===== src/rtl/pipe_ctrl.sv =====
// ============================================================================
// Module      : pipe_ctrl
// Description : Pipeline hazard/control unit. Builds the stage stall vector
//               and sequences EX branch/jump redirects, deferring the PC load
//               while an instruction fetch is outstanding.
//               Optional performance counters: define PIPE_PERF_CNT_EN.
// Revision    : 1.0 - initial release
// ============================================================================
`default_nettype none

module pipe_ctrl #(
    parameter int ADDR_W = 64,
    parameter int CNT_W  = 32
) (
    input  logic              clk,
    input  logic              rst_n,
    input  logic              if_stall_req_i,
    input  logic              id_stall_req_i,
    input  logic              ex_stall_req_i,
    input  logic              mem_stall_req_i,
    input  logic              redirect_valid_i,
    input  logic [ADDR_W-1:0] redirect_pc_i,
    output logic [5:0]        stall_o,
    output logic              flush_o,
    output logic              pc_redirect_valid_o,
    output logic [ADDR_W-1:0] pc_redirect_o,
    output logic              busy_o
`ifdef PIPE_PERF_CNT_EN
    ,
    output logic [CNT_W-1:0]  perf_stall_cycles_o,
    output logic [CNT_W-1:0]  perf_flush_cnt_o
`endif
);

    localparam logic [0:0] c_idle    = 1'b0;
    localparam logic [0:0] c_wait_if = 1'b1;

    if (ADDR_W < 1 || CNT_W < 1) begin : g_param_check
        $error("pipe_ctrl: ADDR_W and CNT_W must be at least 1");
    end

    logic [0:0]        state_q, state_d;
    logic [ADDR_W-1:0] target_q, target_d;
    logic [5:0]        w_stall;
    logic              w_accept;
    logic              w_flush;
    logic              w_pc_valid;
    logic [ADDR_W-1:0] w_pc;

    // Deepest request wins; every vector is a contiguous run of ones from bit 0.
    always_comb begin
        w_stall = 6'b000000;
        if (mem_stall_req_i) begin
            w_stall = 6'b011111;
        end else if (ex_stall_req_i) begin
            w_stall = 6'b001111;
        end else if (id_stall_req_i) begin
            w_stall = 6'b000111;
        end else if (if_stall_req_i || (state_q == c_wait_if)) begin
            w_stall = 6'b000011;
        end
    end

    assign w_accept = redirect_valid_i && !w_stall[3] && (state_q == c_idle);

    always_comb begin
        state_d    = state_q;
        target_d   = target_q;
        w_flush    = 1'b0;
        w_pc_valid = 1'b0;
        w_pc       = '0;
        case (state_q)
            c_idle: begin
                if (w_accept) begin
                    w_flush = 1'b1;
                    if (!if_stall_req_i) begin
                        w_pc_valid = 1'b1;
                        w_pc       = redirect_pc_i;
                    end else begin
                        target_d = redirect_pc_i;
                        state_d  = c_wait_if;
                    end
                end
            end
            c_wait_if: begin
                // EX was flushed on entry, so any redirect seen here is stale.
                w_flush = 1'b1;
                if (!if_stall_req_i) begin
                    w_pc_valid = 1'b1;
                    w_pc       = target_q;
                    state_d    = c_idle;
                end
            end
            default: begin
                state_d = c_idle;
            end
        endcase
    end

    always_ff @(posedge clk or negedge rst_n) begin
        if (!rst_n) begin
            state_q  <= c_idle;
            target_q <= '0;
        end else begin
            state_q  <= state_d;
            target_q <= target_d;
        end
    end

    assign stall_o             = w_stall;
    assign flush_o             = w_flush;
    assign pc_redirect_valid_o = w_pc_valid;
    assign pc_redirect_o       = w_pc;
    assign busy_o              = (state_q == c_wait_if);

`ifdef PIPE_PERF_CNT_EN
    logic [CNT_W-1:0] stall_cnt_q, stall_cnt_d;
    logic [CNT_W-1:0] flush_cnt_q, flush_cnt_d;

    always_comb begin
        stall_cnt_d = stall_cnt_q + {{(CNT_W-1){1'b0}}, w_stall[0]};
        flush_cnt_d = flush_cnt_q + {{(CNT_W-1){1'b0}}, w_pc_valid};
    end

    always_ff @(posedge clk or negedge rst_n) begin
        if (!rst_n) begin
            stall_cnt_q <= '0;
            flush_cnt_q <= '0;
        end else begin
            stall_cnt_q <= stall_cnt_d;
            flush_cnt_q <= flush_cnt_d;
        end
    end

    assign perf_stall_cycles_o = stall_cnt_q;
    assign perf_flush_cnt_o    = flush_cnt_q;
`endif

endmodule

`default_nettype wire


===== config.mk =====
export PLATFORM = sky130hd
export DESIGN_NAME = pipe_ctrl
export DESIGN_NICKNAME = d
export VERILOG_FILES = /design/src/rtl/pipe_ctrl.sv
export SDC_FILE = /design/constraint.sdc
export NUM_CORES = 1
export LEC_CHECK = 0
export BUFFER_PORTS_ARGS = -buffer_cell sky130_fd_sc_hd__buf_2
export CAP_MARGIN = 20
export CORE_AREA = 2 2 97 76
export DETAILED_ROUTE_END_ITERATION = 10
export DIE_AREA = 0 0 99 78
export PLACE_DENSITY = 0.84
export SLEW_MARGIN = 20
export SYNTH_ARGS = -nofsm -noshare
export SYNTH_HDL_FRONTEND = slang
export SYNTH_SLANG_ARGS = --single-unit

===== constraint.sdc =====
create_clock -name clk -period 3.35 [get_ports clk]
set_clock_uncertainty 0.15 [all_clocks]
set_input_delay 0.335 -clock clk [delete_from_list [all_inputs] [get_ports clk]]
set_output_delay 0.335 -clock clk [all_outputs]
set_load 0.005 [all_outputs]

==> reports/results.ini <==
[run_status]
status = completed

[worst_setup_path]
end_kind = output port
cp.arrival_ps = 2150
slowest_stage = and3_2
worstRegToRegCells = 3
critPathKind = reg2out
critPathBufInv = 2
crit_family = simple AND/OR/NAND/NOR gates
crit_required_ps = 2860
r2r_setup_slack_ps = 1490
start_kind = register
path_cells = nor2_1 -> and3_2 -> buf_4 -> a22o_1 -> buf_2
max_stage_delay_ps = 590
r2r_start = busy_o$_DFF_PN0_
worstPathMaxFanout = 33
r2r-end = target_q[43]$_DFFE_PN0P_

[drt]
drt_iter0_drc = 82
wl_per_cell_um = 16.5
routed_via_density = 5.44
route.antenna.remaining_nets = 0
first_pass_iters = 4
wl_um = 7490
drc = 0
vias = 2469

[run]
max_cap_viol_count = 0

[yosys]
synth_cells = 230
synth_top_area_frac = 0.475
yosys_warnings = 0
synth_fp_nets = 301
synth_area_um2 = 3420
yosys_register_bits = 65
synth.distinct_cells = 19
synthTopCellsByArea = dfrtp_1 48%, mux2_4 26%, a22o_1 16%, buf_12 3.5%, mux2_2 1.3%
avgSynthCellArea_um2 = 14.9
yosysTopAreaCell = dfrtp_1
ys_seq_area_frac = 0.475

[power]
power.internal_w = 0.00163
p_leak_nw = 2.41
pwr-share-clk = 0.307
swShare = 0.242
power.density_nw_per_um2 = 503
peakVddDrop_v = 0.000274
sequentialPowerShare = 0.491
p_comb_frac = 0.202
p_sw_w = 0.000522

[die]
die_w_um = 99
core-area_um2 = 6670
ioPinCount = 144
dieArea_um2 = 7720
initial_core_util = 0.513
core.rowCount = 26
die_h_um = 78

[clocking]
cts_tree = built
cts_max_level = 3
cts-resized-gates = 0
clkSinkCount = 65
clockBufferDepth = 2
clk_pin_slew_ps = 80
clkLatencyLatePin_ps = 320
cts_buffers = 9
cts_root_buf = clkbuf_8

[final_layout]
syn_to_final_growth_pct = 25.0
final_cell_mix = 142 x buf_2, 65 x dfrtp_1, 64 x a22o_1
drive_above_1_share = 0.622
final_common_cell = buf_2
diodes = 0
fillers = 504
fin_util = 0.642
fin_nets = 437

[sta]
setup_viol = 0
tightest_slew_ps = 773
tns_ps = 0
hold_viol = 0
rsz0062_at_grt = false
finalCritPeriodShare = 0.786
fin_ws_ps = 716
slew_headroom = 0.485
max_freq_mhz = 380
finalMaxSlewViolations = 0
period_needed_ps = 2630

[global_routing]
grt_max_degree = 45
antenna_found_initial = 0
grt_pass1_wl_um = 12100
overflow = 0
first_global_vias = 2456
gr-usage-all-layers = 0.200

[placement]
dpl.hpwl_um = 5140
place_ws_ps = 956
gp_congestion = 0.778
io_buffers = 142

[min_path]
worstHoldStart = redirect_pc_i[52]
hold_class = in2reg
holdPathEnd = target_q[52]$_DFFE_PN0P_
whs_path_depth = 2

==> per-stage QoR <==
| step | hold WS (ps) | area (um2) | instances | power (W) |
|---|---|---|---|---|
| finish | 95.6 | 4280 | 454 | 0.00215 |
| global route | 70.4 | 4280 | 454 | 0.00227 |
| CTS | 78.6 | 4280 | 454 | 0.00217 |
| detailed placement | 306 | 4070 | 438 | 0.00150 |
| global placement | 291 | 4070 | 438 | 0.00148 |
| floorplan | -111 | 3420 | 230 | 0.00135 |
==> logic make-up (layout without fill, tap and decap cells) <==
logic type	after synthesis	in the layout	synth area share
AOI/OAI and AO/OA	65	65	0.165
buffers and inverters	26	166	0.0654
DFF	65	65	0.475
muxes	64	64	0.276
other	1	1	0.00110
and+or+nand+nor	9	9	0.0165
==> timing repair <==
item	in CTS	in global routing
hold endpoints to repair	33	0
buffers inserted	0	0
hold buffers	1	0
==> worst max path at each step <==
stage / from / to / cells past startpoint
2_1_floorplan: mem_stall_req_i / stall_o[1] / 3
3_3_place_gp: mem_stall_req_i / pc_redirect_o[34] / 6
3_5_place_dp: mem_stall_req_i / pc_redirect_o[12] / 6
4_1_cts: busy_o$_DFF_PN0_ / pc_redirect_o[34] / 5
5_1_grt: busy_o$_DFF_PN0_ / pc_redirect_o[40] / 5
6_report: busy_o$_DFF_PN0_ / pc_redirect_o[34] / 5
==> area by class of cell <==
type	instances	area [um2]	area share
Inverter	2	7.51	0.00175
Tap cell	84	105	0.0246
Clock buffer	12	155	0.0363
Timing Repair Buffer	149	766	0.179
Clock inverter	3	40.0	0.00936
Multi-Input combinational cell	139	1580	0.369
Sequential cell	65	1630	0.380
==> power by group through the flow <==
stage	sequential, W	combinational (W)	clock, W
6_report	0.00106	0.000435	0.000661
5_1_grt	0.00108	0.000472	0.000723
4_1_cts	0.00106	0.000440	0.000679
3_5_place_dp	0.00106	0.000438	0
3_3_place_gp	0.00106	0.000423	0
2_1_floorplan	0.00104	0.000315	0
==> routing by layer <==
metal / vias to the layer above / track usage / part of all wire / wire (um)
li1: 1140 / - / - / -
met2: 122 / 0.298 / 0.44 / 3310
met5: - / 0 / 0 / 0
met3: 9 / 0.0595 / 0.079 / 591
met1: 1198 / 0.279 / 0.47 / 3520
met4: 0 / 0.0658 / 0.010 / 76
==> cell usage after synthesis <==
library cell and number:
a21oi_1 1, or3_2 1, buf_4 3, nor2_2 1
buf_12 6, or3_1 1, mux2_4 60, nor2_1 2
clkbuf_1 6, nand4b_1 1, and3_2 1, nor2b_1 2
buf_6 1, a22o_1 64, dfrtp_1 65, mux2_2 4
inv_1 2, buf_2 8, conb_1 1
==> sequential cells by signal, indices dropped and copies added (netlist names) <==
signal	cells
busy_o	1
target_q	64
No activity file was read; power rests on OpenSTA's default activity.
